--- src/rtl/controle_multiciclo.sv ---
// Multicycle RV64 control (ld/sd/add/sub/addi/ecall): FETCH-DECODE-EXEC-MEM-WB, 4-5 cycles per instr, ecall halts after 2.
// run=0 stalls every register and masks both write enables; the pending write fires when run returns.
module controle_multiciclo #(
  parameter int PC_W = 8
) (
  input  logic            clk,
  input  logic            rst_n,
  input  logic            run,
  output logic [PC_W-1:0] instr_addr,
  input  logic [31:0]     instr_data,
  output logic [4:0]      Ra,
  output logic [4:0]      Rb,
  output logic [4:0]      Rw,
  output logic [63:0]     C,
  output logic            sinal,
  output logic            sinalMux,
  output logic            weReg,
  output logic            weMem,
  output logic            halt,
  output logic            illegal
);

  typedef enum logic [2:0] {
    S_FETCH,
    S_DECODE,
    S_EXEC,
    S_MEM,
    S_WB,
    S_HALT
  } state_t;

  state_t          state;
  state_t          state_nxt;
  logic [PC_W-1:0] pc;
  logic [31:0]     ir;
  logic            illegal_q;
  logic            mux_hold;

  logic [6:0] opcode;
  logic [2:0] funct3;
  logic [6:0] funct7;
  logic       is_ld;
  logic       is_sd;
  logic       is_add;
  logic       is_sub;
  logic       is_addi;
  logic       is_ecall;
  logic       is_legal;
  logic       mux_now;

  assign opcode = ir[6:0];
  assign funct3 = ir[14:12];
  assign funct7 = ir[31:25];

  assign is_ld    = (opcode == 7'b0000011) && (funct3 == 3'b011);
  assign is_sd    = (opcode == 7'b0100011) && (funct3 == 3'b011);
  assign is_add   = (opcode == 7'b0110011) && (funct3 == 3'b000) && (funct7 == 7'b0000000);
  assign is_sub   = (opcode == 7'b0110011) && (funct3 == 3'b000) && (funct7 == 7'b0100000);
  assign is_addi  = (opcode == 7'b0010011) && (funct3 == 3'b000);
  assign is_ecall = (ir == 32'h0000_0073);
  assign is_legal = is_ld | is_sd | is_add | is_sub | is_addi | is_ecall;

  // Fields decode straight from IR, which only changes at the end of FETCH,
  // so they are naturally held through FETCH of the next instruction.
  assign Ra = ir[19:15];
  assign Rb = ir[24:20];
  assign Rw = ir[11:7];

  always_comb begin
    C = '0;
    if (is_ld || is_addi) begin
      C = {{52{ir[31]}}, ir[31:20]};
    end else if (is_sd) begin
      C = {{52{ir[31]}}, ir[31:25], ir[11:7]};
    end
  end

  assign sinal = is_sub;

  // addi raises the select only in WB, so the FETCH value comes from a hold register.
  assign mux_now  = is_add | is_sub | (is_addi && (state == S_WB));
  assign sinalMux = (state == S_FETCH) ? mux_hold : mux_now;

  assign weReg      = run && (state == S_WB) && (Rw != 5'd0);
  assign weMem      = run && (state == S_MEM) && is_sd;
  assign halt       = (state == S_HALT);
  assign illegal    = illegal_q;
  assign instr_addr = pc;

  always_comb begin
    state_nxt = state;
    case (state)
      S_FETCH:  state_nxt = S_DECODE;
      S_DECODE: state_nxt = (is_ecall || !is_legal) ? S_HALT : S_EXEC;
      S_EXEC:   state_nxt = (is_ld || is_sd) ? S_MEM : S_WB;
      S_MEM:    state_nxt = is_sd ? S_FETCH : S_WB;
      S_WB:     state_nxt = S_FETCH;
      S_HALT:   state_nxt = S_HALT;
      default:  state_nxt = S_FETCH;
    endcase
  end

  always_ff @(posedge clk) begin
    if (!rst_n) begin
      state     <= S_FETCH;
      pc        <= '0;
      ir        <= '0;
      illegal_q <= 1'b0;
      mux_hold  <= 1'b0;
    end else if (run) begin
      state    <= state_nxt;
      mux_hold <= sinalMux;
      if (state == S_FETCH) begin
        ir <= instr_data;
        pc <= pc + PC_W'(4);
      end
      if ((state == S_DECODE) && !is_legal) begin
        illegal_q <= 1'b1;
      end
    end
  end

endmodule

--- config.mk ---
export PLATFORM = sky130hd
export DESIGN_NAME = controle_multiciclo
export DESIGN_NICKNAME = d
export VERILOG_FILES = /design/src/rtl/controle_multiciclo.sv
export SDC_FILE = /design/constraint.sdc
export NUM_CORES = 1
export LEC_CHECK = 0
export ABC_AREA = 1
export CAP_MARGIN = 15
export CELL_PAD_IN_SITES_DETAIL_PLACEMENT = 1
export CELL_PAD_IN_SITES_GLOBAL_PLACEMENT = 2
export CORE_MARGIN = 8
export CORE_UTILIZATION = 20
export CTS_BUF_LIST = sky130_fd_sc_hd__clkbuf_8 sky130_fd_sc_hd__clkbuf_16
export DETAILED_ROUTE_END_ITERATION = 10
export PLACE_DENSITY = 0.79
export SKIP_LAST_GASP = 1
export SLEW_MARGIN = 20
export SYNTH_ARGS = -nofsm -noshare
export SYNTH_HDL_FRONTEND = slang
export SYNTH_SLANG_ARGS = --single-unit
export TNS_END_PERCENT = 5
--- constraint.sdc ---
create_clock -name clk -period 4.85 [get_ports clk]
set_input_delay 1.2125 -clock clk [delete_from_list [all_inputs] [get_ports clk]]
set_output_delay 1.2125 -clock clk [all_outputs]
set_load 0.03 [all_outputs]
==> results of run 1 <==
critical path, cell delays in order:
cell and delay (ns):
clkdlybuf4s50_1 0.49, inv_1 0.13, nor4_1 0.30, clkdlybuf4s50_1 0.72
through the flow:
stage               area, um2  total power (W)  setup WS (ns)  utilization
finish                   3600         0.000963          0.788        0.290
global route             3600          0.00102          0.652        0.290
CTS                      3600         0.000982          0.767        0.290
detailed placement       3440         0.000611          0.777        0.277
global placement         3440         0.000608          0.770        0.277
floorplan                2510         0.000537          0.356            -
routing by layer:
layer,GRT usage,up-vias,share of wire
met3,0.0308,2,0.085
met4,0.0231,0,0.0064
met2,0.171,79,0.48
met5,0,-,0
met1,0.115,1074,0.43
li1,-,1162,-
cells in the mapped netlist (all sizes together):
| cell | count | area, um2 |
|---|---|---|
| nor2 | 22 | 109 |
| conb | 1 | 3.75 |
| inv | 47 | 176 |
| nor3 | 7 | 45.0 |
| clkbuf | 8 | 30.0 |
| nand2 | 35 | 146 |
| ha | 1 | 12.5 |
| dfxtp | 43 | 861 |
| o21ai | 31 | 155 |
| o22ai | 5 | 31.3 |
| nand3 | 21 | 110 |
| or2 | 1 | 6.26 |
| buf | 73 | 537 |
| a21oi | 45 | 225 |
| nor4 | 3 | 18.8 |
| nand4 | 4 | 25.0 |
| o211ai | 1 | 7.51 |
| nor3b | 1 | 7.51 |
layout make-up:
cell class | instances | area (um2) | area share
clock buffers | 7 | 153 | 0.0424
clock inverters | 1 | 7.51 | 0.00209
inverters | 47 | 176 | 0.0491
multi-input cells | 179 | 910 | 0.253
flip-flops and latches | 43 | 861 | 0.239
well taps | 172 | 215 | 0.0598
repair buffers | 128 | 1270 | 0.354
registers in the layout (all words and copies together), names as in the netlist:
signal,cells
state,3
illegal,1
mux_hold,1
ir,32
instr_addr,6
cell families after synthesis:
logic type / synth area share
buf+inv: 0.296
flops: 0.343
fa+ha+maj: 0.00499
other cells: 0.00150
simple gates: 0.187
compound gates: 0.167
power by group through the flow:
stage / registers (W) / logic, W / clock network (W)
after floorplan: 0.000406 / 0.000131 / 0
after global placement: 0.000408 / 0.000200 / 0
after detailed placement: 0.000409 / 0.000203 / 0
after CTS: 0.000401 / 0.000204 / 0.000378
after global routing: 0.000404 / 0.000221 / 0.000392
final: 0.000400 / 0.000199 / 0.000364
worst min-delay path by stage:
stage	from	endpoint	slack (ns)	cells after the start
2_1_floorplan	ir[16]$_SDFFE_PN0P_	ir[16]$_SDFFE_PN0P_	0.44	2
3_3_place_gp	instr_addr[7]$_SDFFE_PN0P_	instr_addr[7]$_SDFFE_PN0P_	0.45	1
3_5_place_dp	illegal$_SDFFE_PN0P_	illegal$_SDFFE_PN0P_	0.45	2
4_1_cts	illegal$_SDFFE_PN0P_	illegal$_SDFFE_PN0P_	0.46	2
5_1_grt	illegal$_SDFFE_PN0P_	illegal$_SDFFE_PN0P_	0.49	2
6_report	illegal$_SDFFE_PN0P_	illegal$_SDFFE_PN0P_	0.46	2
==> results summary, run 1 <==
The flow ran to the end, and the final reports show no timing, DRC or antenna violations. The proportion of power drawn by combinational gates came out at 0.207. Summed over all layers, the global routing overflow is 0. The I/O pin count came out at 128. The maximum number of pins on one net before global-route repair is 65. Detailed routing inserted a total of 2,317 vias.

The detail-routed net length per standard cell came out at 14.3 um. The relative slew slack came out at 0.572. The worst setup path is launched from an input pin. The sum of negative setup slack came out at 0 ns. The per-cell via count in the routed design came out at 4.02.

The netlist area before placement is 0.00251 mm2. The first-pass GRT wire length came out at 12,900 um. The sequential element share of the synthesized area is 0.343. The tightest hold margin came out at 0.459 ns. The per-instance average area after synthesis is 7.18 um2. Dividing total power by cell area gives a power density of 268 mW/mm2.

In this run the worst path has a maximum fanout of 7. The shortest clock period the worst path allows after layout is 4.06 ns. The die extent in x is 128 um.

The routability congestion estimate came out at 0.695. The number of nets in the layout came out at 440. Cell internal power was estimated by the tool at 0.000681 W. The floorplan step set the die height to 128 um. The number of cells after detailed placement came out at 569. Detailed placement finished with a half-perimeter wire length of 6520 um. The clock power share is 0.378. After clock tree synthesis, the clock-pin slew on the worst setup and hold paths is 0.07 ns. The number of instances resized during post-cts repair came out at 0. The number of setup buffers added after CTS is 0.

The final layout contains routed wiring with a total length of 8240 um. The total of hold buffers inserted after clock tree synthesis came out at 0. The area growth from synthesis to layout is 43.4%. The worst path arrival time came out at 2.85 ns. The data required time of the worst path came out at 3.64 ns. The number of detailed-routing iterations run before antenna repair came out at 4. The number of antenna violations at the first check in global routing is 0. After floorplanning, the core was divided into 41 placement rows.

In the layout the commonest cells are clkdlybuf4s50_1, a21oi_1, inv_1, dfxtp_1, nand2_1. The worst-case IR drop observed on VDD is 0.126 mV. The post-synthesis sequential element count is 43.

The later pin in the worst-skew pair is clocked with a latency of 0.28 ns. The cell sitting at the root of the clock tree is a clkbuf_16. The count of final hold-check violations is 0. The number of DRC violations after detailed-routing iteration 0 came out at 65.

The leakage power of the design is 1.33 nW. The die covers 0.0164 mm2. The relative contribution of sequential cells to total power is 0.415. The total clock buffers created by CTS came out at 5. The number of global-route vias before repair was 2,464. The finished layout holds 577 standard cells, fillers aside. The number of buffer cells added on primary ports is 125. TritonCTS built the clock tree.

The setup path with the least slack is of type input pin to primary output. The minimum setup slack among reg-to-reg paths came out at 3.08 ns. The count of synthesis-stage warnings from yosys is 0. The critical path endpoint is weMem. The count of final max-slew check failures is 0. The min-delay analysis places its worst path in the category flip-flop to flip-flop. The worst clock skew came out at 0.00687 ns. Setup violations remaining at the end of the flow were counted as 0. The clock passes through at most 2 buffers. The instance count of the mapped netlist is 349. The transition time at the pin with the least slew margin came out at 0.642 ns. The number of sinks handled by clock tree synthesis is 43. In the final layout, the share of cells above drive strength 1 is 0.0593. The initial standard-cell utilization of the core came out at 0.202. The switching power summed over all nets is 0.000283 W. After synthesis, the netlist uses 28 different library cells. The count of filler cells inserted in the layout came out at 1,521. The worst setup path startpoint is run. The remaining antenna violation count after routing is 0.

The type of element capturing the critical path is a primary output. Setup repair after global routing left no endpoint under its margin. The maximum level of the CTS H-tree is 2.

The worst register-to-register path begins at state[0]$_SDFFE_PN0P_. The overall global routing resource usage is 0.0985. 0 antenna diodes ended up in the layout. Leaving out fill and tap cells, the most frequent cell in the layout is clkdlybuf4s50_1. The terminus of the critical flop-to-flop path is instr_addr[6]$_SDFFE_PN0P_.

The fraction of power spent switching nets is 0.293. The worst reg2reg path depth came out at 8. The remaining routing DRC violations came out at 0. Across the run, the number of max-cap violations was 0. Dividing the final minimum period by the clock period gives 0.838. The standard cell core area came out at 0.0124 mm2. The highest clock frequency the design can meet is 246 MHz.
Power figures use the tool's default switching activity.
==> run 2: changes to the inputs <==
==> constraint.sdc (replaced) <==
create_clock -name clk -period 3.9 [get_ports clk]
set_input_delay 0.975 -clock clk [delete_from_list [all_inputs] [get_ports clk]]
set_output_delay 0.975 -clock clk [all_outputs]
set_load 0.03 [all_outputs]
==> run 2 against run 1 <==
Effect of this change:
- utilization increased by 0.27 points
- register-to-register slack got worse by 0.96 ns
- via count up 0.13%
- setup slack got worse by 0.43 ns
- sequential share of layout area fell by 0.22 points
- combinational power up 24%
- flip-flop and latch count unchanged
- clock skew decreased by 0.0033 ns
- die area unchanged
- first-iteration DRC count grew 17%
- design area grew 0.94%
- clock-buffer cell count is 2 lower
- critical path type is now flip-flop to primary output
- critical endpoint is now C[27]
- largest power group unchanged
==> results summary, run 2 (synthesis results as in run 1) <==
The sum of negative setup slack is 0 ns (unchanged). The maximum number of pins on one net before global-route repair is 65 (unchanged). The cell area after placement came out at 0.00346 mm2 (was 0.00344 mm2). The final standard cell count with taps included and fillers excluded came to 577 (unchanged). The category of the most critical setup path is flip-flop to primary output (was input pin to primary output). The cell count of the worst hold path was 2 (unchanged). The final design instance area without fill came to 0.00363 mm2 (was 0.00360 mm2). Outcome: finished clean (unchanged).

The via count of the routed design came out at 2,320 (was 2,317). The internal power contribution is 0.000877 W (was 0.000681 W). The worst-case clock buffer depth was 2 (unchanged). The fraction of power spent switching nets came out at 0.289 (was 0.293). The total of hold buffers inserted after clock tree synthesis is 0 (unchanged).

The buffers inserted during post-CTS setup optimization came to 0 (unchanged). The share of post-route cells with drive strength above 1 is 0.0642 (was 0.0593). The count of max-cap constraint violations came to 0 (unchanged). Worst path cell trace: inv_1 -> nand3_1 -> nor2_1 -> nand2_1 -> nand2_1 -> inv_2 -> nor2_4 -> buf_4 -> clkdlybuf4s50_1 (was clkdlybuf4s50_1 -> inv_1 -> nor4_1 -> clkdlybuf4s50_1). The number of DRC violations after detailed-routing iteration 0 came out at 76 (was 65).

The clock power share came to 0.397 (was 0.378). The critical path's most frequent cell is nand2_1 (was clkdlybuf4s50_1). The startpoint of the worst-slack reg-to-reg timing path is state[0]$_SDFFE_PN0P_ (unchanged). RSZ-0062 raised after global routing: no (unchanged). The number of sinks handled by clock tree synthesis came out at 43 (unchanged). The number of buffer cells added on primary ports is 125 (unchanged). The routability congestion estimate is 0.739 (was 0.695). The remaining routing DRC violations was 0 (unchanged).

The number of instances resized during post-cts repair was 0 (unchanged). The total grt overflow came to 0 (unchanged). The maximum vdd drop is 0.146 mV (was 0.126 mV). The switching power summed over all nets came out at 0.000357 W (was 0.000283 W). The die extent in x is 128 um (unchanged).

The vertical extent of the die is 128 um (unchanged). The number of nets in the layout came out at 440 (unchanged). The tightest hold margin came to 0.456 ns (was 0.459 ns).

The per-cell via count in the routed design is 4.02 (about the same). The worst setup path startpoint was ir[14]$_SDFFE_PN0P_ (was run). The number of buffers and inverters on the critical path was 4 (was 3).

The routing layer with the top usage in global route was met2 (unchanged). The count of final setup violators is 0 (unchanged). The global routing met1 resource utilization is 0.127 (was 0.115).

The number of flip-flops under the largest register name came out at 32 (unchanged). The standard cell with the maximum stage delay on the critical path is clkdlybuf4s50_1 (unchanged). The clock latency of the later-clocked register in the worst-skew pair is 0.29 ns (was 0.28 ns).

The critical path depth came to 9 (was 4). The worst hold path class is flip-flop to flip-flop (unchanged). The data required time of the worst path is 2.92 ns (was 3.64 ns). The initial standard-cell utilization of the core is 0.202 (unchanged). The area of the die came out at 0.0164 mm2 (unchanged). The total clock buffers created by CTS came to 5 (unchanged). The worst path arrival time is 2.56 ns (was 2.85 ns). The register with the most flip-flops is ir (unchanged). The count of final max-slew check failures came out at 0 (unchanged). The transition time at the pin with the least slew margin came to 0.615 ns (was 0.642 ns). The placement row count came to 41 (unchanged). The type of element capturing the critical path is a primary output (unchanged). The CTS tree is yes (unchanged). Most frequent cells in the layout: clkdlybuf4s50_1, a21oi_1, inv_1, dfxtp_1, nand2_1 (unchanged).

The detail-routed net length per standard cell is 14.5 um (was 14.3 um). The count of antenna diodes in the layout was 0 (unchanged). The number of global-route vias before repair is 2,413 (was 2,464). The relative slew slack came to 0.586 (was 0.572).

The area growth from synthesis to layout is 44.8% (was 43.4%). The met2 usage in global routing came out at 0.161 (was 0.171). The cell chosen for the clock root was clkbuf_16 (unchanged).

The I/O pin count is 128 (unchanged). The highest clock frequency the design can meet came out at 283 MHz. The met3 usage came out at 0.0374 (was 0.0308). The critical path's largest stage delay came out at 0.77 ns (was 0.72 ns). The final wirelength came out at 8350 um (was 8240 um).

The worst reg2reg path depth came out at 8 (unchanged). The number of cells after detailed placement came out at 569 (unchanged). The leading cell type in the layout, fill and taps excluded is clkdlybuf4s50_1 (unchanged). The total half-perimeter wirelength after legalization and detailed placement came out at 6620 um (was 6520 um). The overall global routing resource usage is 0.102 (was 0.0985). The count of filler cells inserted in the layout is 1,512 (was 1,521). The relative contribution of sequential cells to total power is 0.403 (was 0.415).

The beginning of the worst hold path is illegal$_SDFFE_PN0P_ (unchanged). The first-pass GRT wire length is 13,200 um (was 12,900 um). The remaining antenna violation count after routing is 0 (unchanged). The maximum level of the CTS H-tree came out at 2 (unchanged). The leakage power of the design came out at 1.35 nW (was 1.33 nW). The worst clock skew is 0.00353 ns (was 0.00687 ns). The number of antenna violations at the first check in global routing came to 0 (unchanged).

The standard cell core area came out at 0.0124 mm2 (unchanged). The proportion of power drawn by combinational gates was 0.200 (was 0.207). The number of detailed-routing iterations run before antenna repair is 4 (unchanged).

The critical path startpoint category is a flip-flop (was input pin). The count of final hold-check violations was 0 (unchanged). The clock transition at the registers of the reported paths is 0.07 ns (about the same). The shortest clock period the worst path allows after layout is 3.54 ns. The worst-path maximum fanout was 53 (was 7). The areal power density over the cells came out at 340 mW/mm2 (was 268 mW/mm2). The top cell family by delay on the critical path is buffers and inverters (unchanged). The post-route clock period utilization is 0.908.
[run 2: stage by stage]
stage	setup slack [ns]	util	total power [W]
3_3_place_gp	0.543	0.279	0.000755
5_1_grt	0.132	0.292	0.00131
4_1_cts	0.302	0.292	0.00126
3_5_place_dp	0.585	0.279	0.000758
2_1_floorplan	0.484	-	0.000668
6_report	0.361	0.292	0.00123
[run 2: tightest hold or removal path: cells and delay by family, from the launching register on]
kind	cells	cell delay, ns
AOI/OAI and AO/OA	1	0.05
DFF	1	0.31
buffers and inverters	1	0.05
[run 2: final timing paths]
path,slack [ns],end
setup / recovery,0.36,C[27]
hold / removal,0.46,illegal$_SDFFE_PN0P_
setup reg to reg,2.12,instr_addr[6]$_SDFFE_PN0P_
hold reg to reg,0.46,illegal$_SDFFE_PN0P_
[run 2: area by class of cell]
cell class                      instances  area, um2  area share
Multi-Input combinational cell        179        915       0.252
Sequential cell                        43        861       0.237
Clock buffer                            5        125      0.0345
Clock inverter                          3       43.8      0.0121
Inverter                               47        176      0.0486
Tap cell                              172        215      0.0593
Timing Repair Buffer                  128       1290       0.356
[run 2: power groups by stage]
stage,clock network (W),logic (W),registers [W]
2_1_floorplan,0,0.000164,0.000504
3_3_place_gp,0,0.000248,0.000507
3_5_place_dp,0,0.000250,0.000508
4_1_cts,0.000507,0.000252,0.000498
5_1_grt,0.000531,0.000275,0.000502
6_report,0.000490,0.000247,0.000497
[run 2: per-layer routing]
| metal | share of wire | wire length, um |
|---|---|---|
| met5 | 0 | 0 |
| met4 | 0.012 | 103 |
| met3 | 0.094 | 788 |
| met2 | 0.44 | 3660 |
| met1 | 0.45 | 3800 |
